File: src/rtl/ahb_dma_master_if.sv
// AHB-Lite bus bundle between the DMA master and the CoreSystemDMA_slave port.
// Latency: none, this is wiring only.
// Backpressure: the slave stalls the master through HREADY; HRESP reports errors.
// Ports: master drives HADDR/HTRANS/HBURST/HSIZE/HWRITE/HWDATA and samples
// HREADY/HRDATA/HRESP. The slave modport is the mirror image.
interface ahb_dma_master_if #(
  parameter int ADDR_W = 32
);
  logic [ADDR_W-1:0] HADDR;
  logic [1:0]        HTRANS;  // 00 IDLE, 01 BUSY, 10 NONSEQ, 11 SEQ
  logic [2:0]        HBURST;  // 000 SINGLE, 001 INCR
  logic [2:0]        HSIZE;
  logic              HWRITE;
  logic [31:0]       HWDATA;
  logic              HREADY;  // slave HREADYOUT
  logic [31:0]       HRDATA;
  logic              HRESP;   // 0 OKAY, 1 ERROR

  modport master (
    output HADDR, HTRANS, HBURST, HSIZE, HWRITE, HWDATA,
    input  HREADY, HRDATA, HRESP
  );

  modport slave (
    input  HADDR, HTRANS, HBURST, HSIZE, HWRITE, HWDATA,
    output HREADY, HRDATA, HRESP
  );
endinterface

File: src/rtl/ahb_dma_master.sv
// AHB-Lite DMA master: turns word-transfer commands into pipelined SINGLE/INCR bursts.
// Latency: first address phase one cycle after command accept; done two cycles after the last address phase.
// Backpressure: cmd_ready only in IDLE; HREADY=0 freezes every bus output and counter.
// Ports: HCLK/HRESETn (sync, active-low); cmd_* request port; pause asks for BUSY
// cycles in INCR bursts; wr_data/wr_pop local write source; rd_data/rd_valid read
// return; done/err completion; bus = AHB master modport.
module ahb_dma_master #(
  parameter int ADDR_W = 32,
  parameter int LEN_W  = 8
) (
  input  logic              HCLK,
  input  logic              HRESETn,
  input  logic              cmd_valid,
  output logic              cmd_ready,
  input  logic [ADDR_W-1:0] cmd_addr,
  input  logic [LEN_W-1:0]  cmd_len,
  input  logic              cmd_write,
  input  logic              cmd_incr,
  input  logic              pause,
  input  logic [31:0]       wr_data,
  output logic              wr_pop,
  output logic [31:0]       rd_data,
  output logic              rd_valid,
  output logic              done,
  output logic              err,
  ahb_dma_master_if.master  bus
);

  localparam logic [2:0] S_IDLE  = 3'd0;
  localparam logic [2:0] S_ADDR  = 3'd1;
  localparam logic [2:0] S_BURST = 3'd2;
  localparam logic [2:0] S_LAST  = 3'd3;
  localparam logic [2:0] S_ERR1  = 3'd4;
  localparam logic [2:0] S_DONE  = 3'd5;

  localparam logic [1:0] HTRANS_IDLE   = 2'b00;
  localparam logic [1:0] HTRANS_BUSY   = 2'b01;
  localparam logic [1:0] HTRANS_NONSEQ = 2'b10;
  localparam logic [1:0] HTRANS_SEQ    = 2'b11;

  localparam logic [2:0] HBURST_SINGLE = 3'b000;
  localparam logic [2:0] HBURST_INCR   = 3'b001;

  localparam logic RESP_OKAY  = 1'b0;
  localparam logic RESP_ERROR = 1'b1;

  logic [2:0]        state_q,    state_d;
  logic [ADDR_W-1:0] haddr_q,    haddr_d;
  logic [1:0]        htrans_q,   htrans_d;
  logic [2:0]        hburst_q,   hburst_d;
  logic              hwrite_q,   hwrite_d;
  logic [31:0]       hwdata_q,   hwdata_d;
  logic [LEN_W-1:0]  rem_q,      rem_d;     // beats whose address phase is not yet accepted
  logic              incr_q,     incr_d;
  logic              dph_q,      dph_d;     // a beat is in its data phase
  logic [31:0]       rd_data_q,  rd_data_d;
  logic              rd_valid_q, rd_valid_d;
  logic              done_q,     done_d;
  logic              err_q,      err_d;

  logic              in_xfer;
  logic              accept;
  logic              err_first;
  logic [ADDR_W-1:0] next_addr;
  logic [LEN_W-1:0]  rem_next;

  // Continuation beat type: SEQ inside an INCR burst unless the address starts a
  // new 1KB region, where AHB forbids SEQ.
  function automatic logic [1:0] beat_type(input logic incr, input logic [ADDR_W-1:0] a);
    return (incr && (a[9:0] != 10'd0)) ? HTRANS_SEQ : HTRANS_NONSEQ;
  endfunction

  assign in_xfer   = (state_q == S_ADDR) || (state_q == S_BURST) || (state_q == S_LAST);
  assign accept    = ((state_q == S_ADDR) || (state_q == S_BURST)) &&
                     ((htrans_q == HTRANS_NONSEQ) || (htrans_q == HTRANS_SEQ)) && bus.HREADY;
  // First cycle of the two-cycle ERROR response.
  assign err_first = in_xfer && dph_q && (bus.HRESP == RESP_ERROR) && !bus.HREADY;
  assign next_addr = haddr_q + ADDR_W'(4);
  assign rem_next  = rem_q - LEN_W'(1);

  always_comb begin
    state_d    = state_q;
    haddr_d    = haddr_q;
    htrans_d   = htrans_q;
    hburst_d   = hburst_q;
    hwrite_d   = hwrite_q;
    hwdata_d   = hwdata_q;
    rem_d      = rem_q;
    incr_d     = incr_q;
    dph_d      = dph_q;
    rd_data_d  = rd_data_q;
    rd_valid_d = 1'b0;
    done_d     = 1'b0;
    err_d      = 1'b0;

    // Data phase retires on every HREADY edge; a newly accepted address takes its place.
    if (in_xfer && bus.HREADY) begin
      dph_d = accept;
      if (dph_q && !hwrite_q && (bus.HRESP == RESP_OKAY)) begin
        rd_valid_d = 1'b1;
        rd_data_d  = bus.HRDATA;
      end
    end

    case (state_q)
      S_IDLE: begin
        if (cmd_valid) begin
          if (cmd_len == '0) begin
            state_d = S_DONE;
            done_d  = 1'b1;
          end else begin
            haddr_d  = cmd_addr & ~ADDR_W'(3);
            rem_d    = cmd_len;
            incr_d   = cmd_incr;
            hwrite_d = cmd_write;
            hburst_d = cmd_incr ? HBURST_INCR : HBURST_SINGLE;
            htrans_d = HTRANS_NONSEQ;
            state_d  = S_ADDR;
          end
        end
      end

      S_ADDR, S_BURST: begin
        if (err_first) begin
          htrans_d = HTRANS_IDLE;
          state_d  = S_ERR1;
        end else if (bus.HREADY) begin
          if (htrans_q == HTRANS_BUSY) begin
            // HADDR already points at the next beat; leave BUSY once pause drops.
            if (!(pause && (rem_q != '0))) begin
              htrans_d = beat_type(incr_q, haddr_q);
            end
          end else begin
            haddr_d = next_addr;
            rem_d   = rem_next;
            if (hwrite_q) begin
              hwdata_d = wr_data;
            end
            if (rem_next == '0) begin
              htrans_d = HTRANS_IDLE;
              state_d  = S_LAST;
            end else if ((state_q == S_BURST) && incr_q && pause) begin
              htrans_d = HTRANS_BUSY;
              state_d  = S_BURST;
            end else begin
              htrans_d = beat_type(incr_q, next_addr);
              state_d  = S_BURST;
            end
          end
        end
      end

      S_LAST: begin
        if (err_first) begin
          state_d = S_ERR1;
        end else if (bus.HREADY) begin
          state_d = S_DONE;
          done_d  = 1'b1;
        end
      end

      S_ERR1: begin
        // Second ERROR cycle completes the failed beat; remaining beats are dropped.
        dph_d   = 1'b0;
        state_d = S_DONE;
        done_d  = 1'b1;
        err_d   = 1'b1;
      end

      S_DONE: begin
        state_d = S_IDLE;
      end

      default: begin
        state_d = S_IDLE;
      end
    endcase
  end

  always_ff @(posedge HCLK) begin
    if (!HRESETn) begin
      state_q    <= S_IDLE;
      haddr_q    <= '0;
      htrans_q   <= HTRANS_IDLE;
      hburst_q   <= HBURST_SINGLE;
      hwrite_q   <= 1'b0;
      hwdata_q   <= '0;
      rem_q      <= '0;
      incr_q     <= 1'b0;
      dph_q      <= 1'b0;
      rd_data_q  <= '0;
      rd_valid_q <= 1'b0;
      done_q     <= 1'b0;
      err_q      <= 1'b0;
    end else begin
      state_q    <= state_d;
      haddr_q    <= haddr_d;
      htrans_q   <= htrans_d;
      hburst_q   <= hburst_d;
      hwrite_q   <= hwrite_d;
      hwdata_q   <= hwdata_d;
      rem_q      <= rem_d;
      incr_q     <= incr_d;
      dph_q      <= dph_d;
      rd_data_q  <= rd_data_d;
      rd_valid_q <= rd_valid_d;
      done_q     <= done_d;
      err_q      <= err_d;
    end
  end

  assign cmd_ready = (state_q == S_IDLE) && HRESETn;
  // wr_data is consumed on the same edge that accepts the write address phase.
  assign wr_pop    = accept && hwrite_q && HRESETn;
  assign rd_data   = rd_data_q;
  assign rd_valid  = rd_valid_q;
  assign done      = done_q;
  assign err       = err_q;

  assign bus.HADDR  = haddr_q;
  assign bus.HTRANS = htrans_q;
  assign bus.HBURST = hburst_q;
  assign bus.HSIZE  = 3'b010;
  assign bus.HWRITE = hwrite_q;
  assign bus.HWDATA = hwdata_q;

endmodule
File: src/flat_wrapper.sv
// flat-port wrapper written by rule: the top's interface ports become plain ports
module ahb_dma_master_flat 
#(
  parameter int ADDR_W = 32,
  parameter int LEN_W  = 8
)
  (HCLK, HRESETn, cmd_valid, cmd_ready, cmd_addr, cmd_len, cmd_write, cmd_incr, pause, wr_data, wr_pop, rd_data, rd_valid, done, err, bus_HADDR, bus_HTRANS, bus_HBURST, bus_HSIZE, bus_HWRITE, bus_HWDATA, bus_HREADY, bus_HRDATA, bus_HRESP);
  ahb_dma_master_if #(.ADDR_W(ADDR_W)) bus_i ();
  input  logic HCLK;
  input  logic HRESETn;
  input  logic cmd_valid;
  output logic cmd_ready;
  input  logic [ADDR_W-1:0] cmd_addr;
  input  logic [LEN_W-1:0] cmd_len;
  input  logic cmd_write;
  input  logic cmd_incr;
  input  logic pause;
  input  logic [31:0] wr_data;
  output logic wr_pop;
  output logic [31:0] rd_data;
  output logic rd_valid;
  output logic done;
  output logic err;
  output wire logic [$bits(bus_i.HADDR)-1:0] bus_HADDR;
  output wire logic [$bits(bus_i.HTRANS)-1:0] bus_HTRANS;
  output wire logic [$bits(bus_i.HBURST)-1:0] bus_HBURST;
  output wire logic [$bits(bus_i.HSIZE)-1:0] bus_HSIZE;
  output wire logic [$bits(bus_i.HWRITE)-1:0] bus_HWRITE;
  output wire logic [$bits(bus_i.HWDATA)-1:0] bus_HWDATA;
  input wire logic [$bits(bus_i.HREADY)-1:0] bus_HREADY;
  input wire logic [$bits(bus_i.HRDATA)-1:0] bus_HRDATA;
  input wire logic [$bits(bus_i.HRESP)-1:0] bus_HRESP;
  assign bus_HADDR = bus_i.HADDR;
  assign bus_HTRANS = bus_i.HTRANS;
  assign bus_HBURST = bus_i.HBURST;
  assign bus_HSIZE = bus_i.HSIZE;
  assign bus_HWRITE = bus_i.HWRITE;
  assign bus_HWDATA = bus_i.HWDATA;
  assign bus_i.HREADY = bus_HREADY;
  assign bus_i.HRDATA = bus_HRDATA;
  assign bus_i.HRESP = bus_HRESP;
  ahb_dma_master #(.ADDR_W(ADDR_W), .LEN_W(LEN_W)) u_core (.HCLK(HCLK), .HRESETn(HRESETn), .cmd_valid(cmd_valid), .cmd_ready(cmd_ready), .cmd_addr(cmd_addr), .cmd_len(cmd_len), .cmd_write(cmd_write), .cmd_incr(cmd_incr), .pause(pause), .wr_data(wr_data), .wr_pop(wr_pop), .rd_data(rd_data), .rd_valid(rd_valid), .done(done), .err(err), .bus(bus_i));
endmodule
File: config.mk
export PLATFORM = sky130hd
export DESIGN_NAME = ahb_dma_master_flat
export DESIGN_NICKNAME = d
export VERILOG_FILES = /design/src/rtl/ahb_dma_master_if.sv /design/src/rtl/ahb_dma_master.sv /design/src/flat_wrapper.sv
export SDC_FILE = /design/constraint.sdc
export NUM_CORES = 1
export LEC_CHECK = 0
export BUFFER_PORTS_ARGS = -buffer_cell sky130_fd_sc_hd__buf_4
export CORE_AREA = 8 8 122 124
export CTS_CLUSTER_SIZE = 8
export DETAILED_ROUTE_END_ITERATION = 10
export DIE_AREA = 0 0 130 132
export GPL_TIMING_DRIVEN = 0
export HOLD_SLACK_MARGIN = 0.03
export PLACE_DENSITY = 0.85
export SYNTH_ARGS = -nofsm -noshare
export SYNTH_HDL_FRONTEND = slang
export SYNTH_SLANG_ARGS = --single-unit
File: constraint.sdc
create_clock -name HCLK -period 2.23 [get_ports HCLK]
set_clock_uncertainty 0.05 [all_clocks]
set_input_delay 0.446 -clock HCLK [delete_from_list [all_inputs] [get_ports HCLK]]
set_output_delay 0.446 -clock HCLK [all_outputs]
set_load 0.02 [all_outputs]
==> results.ini, run 1 <==
[placed_design]
dp.final_hpwl_um = 14500
port_buffers = 212
placed_area_um2 = 7400
gp_congestion = 0.933
placed_cells = 1118

[clock_tree]
cts_buffers = 17
clock-sinks = 113
insertion_delay_ns = 0.41
cts_tree = yes
htree_num_levels = 4
holdBufCountCts = 0
cts_root_buffer = clkbuf_16
cts.path.max_buffers = 2
clk_pin_slew_ns = 0.05

[logic_synthesis]
syn-cell-area_um2 = 5570
seq_area_frac_synth_pct = 40.6
synthFlopType = dfxtp_1
syn_inst = 725
ys_warn_count = 0
ys_types = 66
ys_seq_elements = 113
async_flop_share_pct = 0
synth_edf_count = 0
synth.avg_cell_area_um2 = 7.68

[detailed_routing]
antenna_left = 0
drt_wl_total_um = 20500
dr.pass1.iters = 6
vias = 6467
via_per_inst = 5.56
wire_per_inst_um = 17.6
drt_iter0_drc = 621
drc = 0

[worst_setup_path]
rr_startpoint = u_core.state_q[0]$_SDFFE_PN0P_
cp.arrival_ns = 1.83
cp-start-kind = flop
cp.depth = 7
critPathMaxFanout = 4
cp_common_cell = buf_6
timing.rr.end = u_core.bus.HADDR[7]$_SDFFE_PN0P_
path_cells = buf_6 -> xnor2_4 -> or2_4 -> buf_6 -> buf_8 -> nor3_4 -> buf_6
crit_family = buffers and inverters
worstSetupStartpoint = u_core.state_q[0]$_SDFFE_PN0P_
cp-endpoint = wr_pop
crit_buf_inv = 4
critPathKind = flop to output port
r2r_cells = 10
max_stage_delay_ns = 0.32
required_ns = 1.73
r2r_slack_ns = 0.03
slowest_stage = dfxtp_2
crit_path_end_kind = output port

[sta]
timing.final.crit_share_pct = 104
fin_tns_setup_ns = -0.0927
setup_viol = 1
drv_slew = 0
fin_crit_ns = 2.32
relSlewSlack_pct = 51.0
grt_setup_unrepaired = yes
hold_viol_final = 0
max_freq_mhz = 431
worst_pin_slew_ns = 0.735
setup_slack_ns = -0.0927

[cells_and_area]
final_nets = 1093
fillers = 1086
drive_gt1_share_pct = 34.8
final_cell_area_um2 = 8290
final_cell_count_no_fill = 1164
antenna_cells = 0
syn2layout_area_growth_pct = 49.0

[die]
rows = 42
die_area_um2 = 17200
io_pins = 222
core_um2 = 13000
die_w_um = 130
die_y_um = 132
initial_core_util_pct = 42.9

[min_path]
hold_class = input port to flop
holdPathStages = 3

[global_route]
antenna_found_initial = 0
grt_pass1_wl_um = 31700
grt_max_degree = 17
first_global_vias = 6228
grt_use_total_pct = 23.0
gr-total-overflow = 0

[power_and_ir_drop]
p_leak_nw = 3.49
ir_worst_vdd_uv = 873
cellPowerDensity_nw_per_um2 = 1290

[status]
violations = negative setup slack
status = complete, but fails checks

[run]
drv_cap = 0

==> layout by cell type (no fill, tap or decap), types with 9 or more instances in the layout <==
cell type  instances
a21boi_0          17
a21oi_1           88
and2_1             9
buf_2             14
buf_4            239
clkbuf_1          20
clkbuf_16         17
dfxtp_1          108
nand2_1          182
nand3_1           13
nor2_1            45
nor3_1            10
o21ai_0           28
==> worst reg2reg max path, stage by stage (launching register included) <==
cell	delay, ns
dfxtp_2	0.32
buf_6	0.13
xnor2_4	0.14
or2_4	0.24
buf_6	0.13
buf_4	0.13
buf_4	0.16
a41o_4	0.28
clkbuf_4	0.20
a22oi_2	0.21
nor2_1	0.08
==> what timing repair did <==
action,CTS,global route
pin swaps,3,6
gates resized for setup,18,39
endpoints found under the setup margin,8,39
buffers inserted,6,10
==> worst min path at each step <==
stage / to / from
4_1_cts: u_core.bus.HWRITE$_SDFFE_PN0P_ / cmd_write
5_1_grt: u_core.bus.HWDATA[15]$_SDFFE_PN0P_ / wr_data[15]
3_5_place_dp: u_core.bus.HWDATA[9]$_SDFFE_PN0P_ / u_core.bus.HWDATA[9]$_SDFFE_PN0P_
2_1_floorplan: u_core.rem_q[1]$_SDFFE_PN0P_ / u_core.rem_q[1]$_SDFFE_PN0P_
3_3_place_gp: u_core.rd_data[20]$_SDFFE_PN0P_ / u_core.rd_data[20]$_SDFFE_PN0P_
6_report: u_core.bus.HWRITE$_SDFFE_PN0P_ / cmd_write
==> metal layers <==
layer | GRT usage [%] | vias to the layer above | routed length (um)
li1 | - | 3037 | -
met1 | 26.6 | 2937 | 7720
met2 | 38.6 | 415 | 9950
met3 | 5.46 | 78 | 2150
met4 | 11.7 | 0 | 726
met5 | 0 | - | 0
==> per-stage QoR <==
| stage | utilization, % | hold WS (ns) | setup WS, ns | power, mW |
|---|---|---|---|---|
| 2_1_floorplan | - | 0.408 | 0.0522 | 5.63 |
| 5_1_grt | 63.9 | 0.234 | -0.133 | 11.2 |
| 3_3_place_gp | 57.0 | 0.392 | -0.256 | 7.09 |
| 4_1_cts | 62.7 | 0.216 | -0.185 | 10.3 |
| 6_report | 63.9 | 0.214 | -0.0927 | 10.7 |
| 3_5_place_dp | 57.0 | 0.398 | -0.299 | 7.17 |
==> where the power goes <==
part           total, mW  internal (mW)  switching (mW)  leakage, nW
Clock               2.82           1.86           0.958        0.312
Sequential          2.81           2.37           0.437        0.920
Combinational       5.07           2.03            3.04         2.26
==> final cells by class <==
| cell class | count | area, um2 | area share (%) |
|---|---|---|---|
| plain buffers | 62 | 365 | 4.41 |
| clock buffers | 21 | 480 | 5.79 |
| clock inverters | 11 | 134 | 1.61 |
| inverters | 5 | 18.8 | 0.226 |
| multi-input cells | 548 | 3090 | 37.2 |
| flip-flops and latches | 113 | 2270 | 27.4 |
| well taps | 176 | 220 | 2.66 |
| repair buffers | 228 | 1720 | 20.7 |
==> registers in the layout, summed over array words and instances (netlist names), 2 cells and up <==
register / flops
u_core.rd_data: 32
u_core.rem_q: 8
u_core.bus.HWDATA: 32
u_core.bus.HTRANS: 2
u_core.state_q: 3
u_core.bus.HADDR: 30
==> kinds of logic (layout without fill, tap and decap cells) <==
kind of cell    count (synthesis)  in the layout  synth area share (%)
simple gates                  318            318                  26.2
compound gates                210            210                  23.9
flops                         113            113                  40.6
buf+inv                        69            327                  6.43
fa+ha+maj                       6              6                  1.35
mux                             4              4                 0.719
xor+xnor                        3              3                 0.607
other cells                     2              7                 0.135
==> synthesized netlist by cell type, types with 3 or more instances <==
cell / n / area share (%)
a21oi_1: 88 / 7.9
a21boi_1: 4 / 0.54
and3b_1: 3 / 0.47
buf_2: 16 / 1.4
mux2i_1: 4 / 0.72
a21boi_0: 17 / 2.3
and2_1: 9 / 1.0
a32oi_1: 3 / 0.47
a2bb2oi_1: 3 / 0.47
buf_6: 3 / 0.61
o221a_2: 5 / 1.0
nor4_1: 7 / 0.79
o211ai_1: 5 / 0.67
ha_1: 6 / 1.3
clkbuf_1: 30 / 2.0
o21ai_0: 30 / 2.7
nand2_1: 183 / 12
a211oi_1: 7 / 0.94
nor2_1: 45 / 3.0
a31o_2: 3 / 0.47
inv_1: 5 / 0.34
o31ai_1: 6 / 0.81
a22oi_1: 4 / 0.54
a32o_1: 5 / 0.90
nand2b_1: 5 / 0.56
o22ai_1: 6 / 0.67
a31oi_1: 6 / 0.67
and4_1: 5 / 0.79
nand4_1: 7 / 0.79
nand3_1: 13 / 1.2
dfxtp_1: 113 / 41
and3_1: 8 / 0.90
nor3_1: 12 / 1.1
buf_4: 15 / 2.0
(Power assumes the default switching activity.)
==> run 2, diff against run 1 <==
Settings changed: CELL_PAD_IN_SITES_DETAIL_PLACEMENT set to 0, CELL_PAD_IN_SITES_GLOBAL_PLACEMENT set to 1, CORE_AREA 8 8 122 124 to 8 8 143 145, DIE_AREA 0 0 130 132 to 0 0 151 153, PLACE_DENSITY 0.85 to 0.86.
==> run 2 against run 1 <==
  * The flow still finishes with violations (negative setup slack)
  * Largest power group unchanged
  * Non-clock buffer count shrank 1
  * Critical endpoint unchanged
  * Highest routed layer unchanged
  * Utilization down 18 points
  * Sequential cell count is the same
  * Worst hold slack better by 0.0074 ns
  * Count of clock-buffer cells in the layout fell by 2
  * Critical path depth stayed put
==> results.ini, run 2 (synthesis gave the netlist of run 1 again) <==
[clock_tree]
holdBufCountCts = 0  ; unchanged
insertion_delay_ns = 0.42  ; was 0.41 ns
cts_buffers = 17  ; unchanged
cts_root_buffer = clkbuf_16  ; unchanged
clock-sinks = 113  ; unchanged
htree_num_levels = 4  ; unchanged
cts_tree = yes  ; unchanged
cts.path.max_buffers = 2  ; unchanged
clk_pin_slew_ns = 0.06  ; was 0.05 ns

[power_and_ir_drop]
ir_worst_vdd_uv = 759  ; was 873 uV
cellPowerDensity_nw_per_um2 = 1270  ; was 1290 nW/um2
p_leak_nw = 3.46  ; was 3.49 nW
finalPower_mw = 10.7  ; about the same

[detailed_routing]
vias = 6124  ; was 6,467
drt_wl_total_um = 21400  ; was 20,500 um
antenna_left = 0  ; unchanged
drc = 0  ; unchanged
dr.pass1.iters = 5  ; was 6
drt_iter0_drc = 453  ; was 621
via_per_inst = 5.01  ; was 5.56
wire_per_inst_um = 17.5  ; was 17.6 um

[cells_and_area]
mostFrequentLayoutCell = buf_4  ; unchanged
syn2layout_area_growth_pct = 50.2  ; was 49.0%
antenna_cells = 0  ; unchanged
final_cell_count_no_fill = 1222  ; was 1,164
drive_gt1_share_pct = 34.2  ; was 34.8%
final_nets = 1093  ; unchanged
mostFrequentLayoutCells = 238 x buf_4, 183 x nand2_1, 108 x dfxtp_1  ; was 239 x buf_4, 182 x nand2_1, 108 x dfxtp_1

[sta]
setup_slack_ns = -0.0867  ; was -0.0927 ns
worst_pin_slew_ns = 0.817  ; was 0.735 ns
max_freq_mhz = 432  ; was 431 MHz
setup_viol = 1  ; unchanged
drv_slew = 0  ; unchanged
fin_crit_ns = 2.32  ; about the same
grt_setup_unrepaired = yes  ; unchanged
relSlewSlack_pct = 45.6  ; was 51.0%
hold_viol_final = 0  ; unchanged
timing.final.crit_share_pct = 104  ; about the same

[die]
rows = 50  ; was 42
die_y_um = 153  ; was 132 um
io_pins = 222  ; unchanged
initial_core_util_pct = 30.5  ; was 42.9%
core_um2 = 18300  ; was 13,000 um2
die_w_um = 151  ; was 130 um
die_area_um2 = 23100  ; was 17,200 um2

[global_route]
first_global_vias = 5902  ; was 6,228
grt_max_degree = 17  ; unchanged
antenna_found_initial = 0  ; unchanged
gr-total-overflow = 0  ; unchanged
grt_use_total_pct = 18.0  ; was 23.0%
grt_pass1_wl_um = 32900  ; was 31,700 um

[placed_design]
gp_congestion = 0.833  ; was 0.933
placed_cells = 1176  ; was 1,118
port_buffers = 212  ; unchanged
dp.final_hpwl_um = 15700  ; was 14,500 um

[worst_setup_path]
cp.arrival_ns = 1.82  ; was 1.83 ns
critPathKind = flop to output port  ; unchanged
cp-start-kind = flop  ; unchanged
timing.rr.end = u_core.bus.HTRANS[0]$_SDFFE_PN0P_  ; was u_core.bus.HADDR[7]$_SDFFE_PN0P_
slowest_stage = dfxtp_2  ; unchanged
required_ns = 1.73  ; about the same
r2r_cells = 8  ; was 10
r2r_slack_ns = 0.07  ; was 0.03 ns
critPathMaxFanout = 3  ; was 4
rr_startpoint = u_core.bus.HADDR[3]$_SDFFE_PN0P_  ; was u_core.state_q[0]$_SDFFE_PN0P_
cp_common_cell = buf_6  ; unchanged
crit_path_end_kind = output port  ; unchanged
path_cells = buf_6 -> xnor2_4 -> or2_4 -> buf_6 -> buf_12 -> nor3_4 -> buf_6  ; was buf_6 -> xnor2_4 -> or2_4 -> buf_6 -> buf_8 -> nor3_4 -> buf_6
max_stage_delay_ns = 0.31  ; was 0.32 ns

[min_path]
hold_path_end = u_core.bus.HWDATA[3]$_SDFFE_PN0P_  ; was u_core.bus.HWRITE$_SDFFE_PN0P_
holdPathStages = 3  ; unchanged
hold_start = wr_data[3]  ; was cmd_write
hold_class = input port to flop  ; unchanged

[run]
drv_cap = 0  ; unchanged

[status]
violations = negative setup slack  ; unchanged
status = complete, but fails checks  ; unchanged

run 2: worst max-delay path by stage:
| stage | from | to | slack [ns] | cells after the start |
|---|---|---|---|---|
| after detailed placement | cmd_len[1] | u_core.bus.HADDR[4]$_SDFFE_PN0P_ | -0.44 | 9 |
| after global placement | cmd_len[1] | u_core.bus.HADDR[13]$_SDFFE_PN0P_ | -0.42 | 8 |
| after global routing | u_core.state_q[0]$_SDFFE_PN0P_ | wr_pop | -0.14 | 7 |
| after CTS | u_core.state_q[1]$_SDFFE_PN0P_ | wr_pop | -0.21 | 8 |
| after floorplan | u_core.bus.HADDR[2]$_SDFFE_PN0P_ | u_core.bus.HADDR[20]$_SDFFE_PN0P_ | 0.05 | 10 |
| final | u_core.state_q[0]$_SDFFE_PN0P_ | wr_pop | -0.09 | 7 |
run 2: cell type report:
type,count,area [um2]
clock buffer,19,453
inverter,5,18.8
timing repair buffer,227,1710
sequential,113,2270
fill,1887,9910
multi-input combinational,549,3080
clock inverter,13,173
buffer,62,367
tap,234,293
run 2: critical path, delay by kind of cell, from the launching register on:
kind                   cells  cell delay (ns)
AND/OR/NAND/NOR            2             0.44
flip-flops                 1             0.31
XOR/XNOR                   1             0.14
buffers and inverters      4             0.52
run 2: metrics by stage:
step	utilization (%)	setup slack [ns]	cell area [um2]	setup TNS [ns]	hold WS, ns
2_1_floorplan	-	0.0522	5590	0	0.408
3_3_place_gp	40.9	-0.417	7480	-11.14	0.392
3_5_place_dp	40.9	-0.445	7480	-11.88	0.396
4_1_cts	45.0	-0.209	8230	-0.209	0.207
5_1_grt	45.8	-0.140	8360	-0.564	0.213
6_report	45.8	-0.0867	8360	-0.0867	0.221
run 2: where the power goes:
group	leakage [nW]	internal [mW]	switching (mW)
registers	0.921	2.37	0.420
clock network	0.294	1.84	1.05
logic	2.24	2.01	2.98
run 2: layer usage:
| layer | vias to the layer above | global-route usage, % | wire length, um |
|---|---|---|---|
| met3 | 30 | 4.25 | 1700 |
| met1 | 2806 | 22.9 | 9110 |
| met5 | - | 0 | 0 |
| li1 | 3041 | - | - |
| met2 | 247 | 29.5 | 10300 |
| met4 | 0 | 5.42 | 324 |
run 2: repair_timing:
item,CTS,global route
setup endpoints to repair,15,34
gates cloned,0,1
pin swaps,4,8
endpoints found under the hold margin,0,0
resized for setup,20,29
setup buffers,5,10
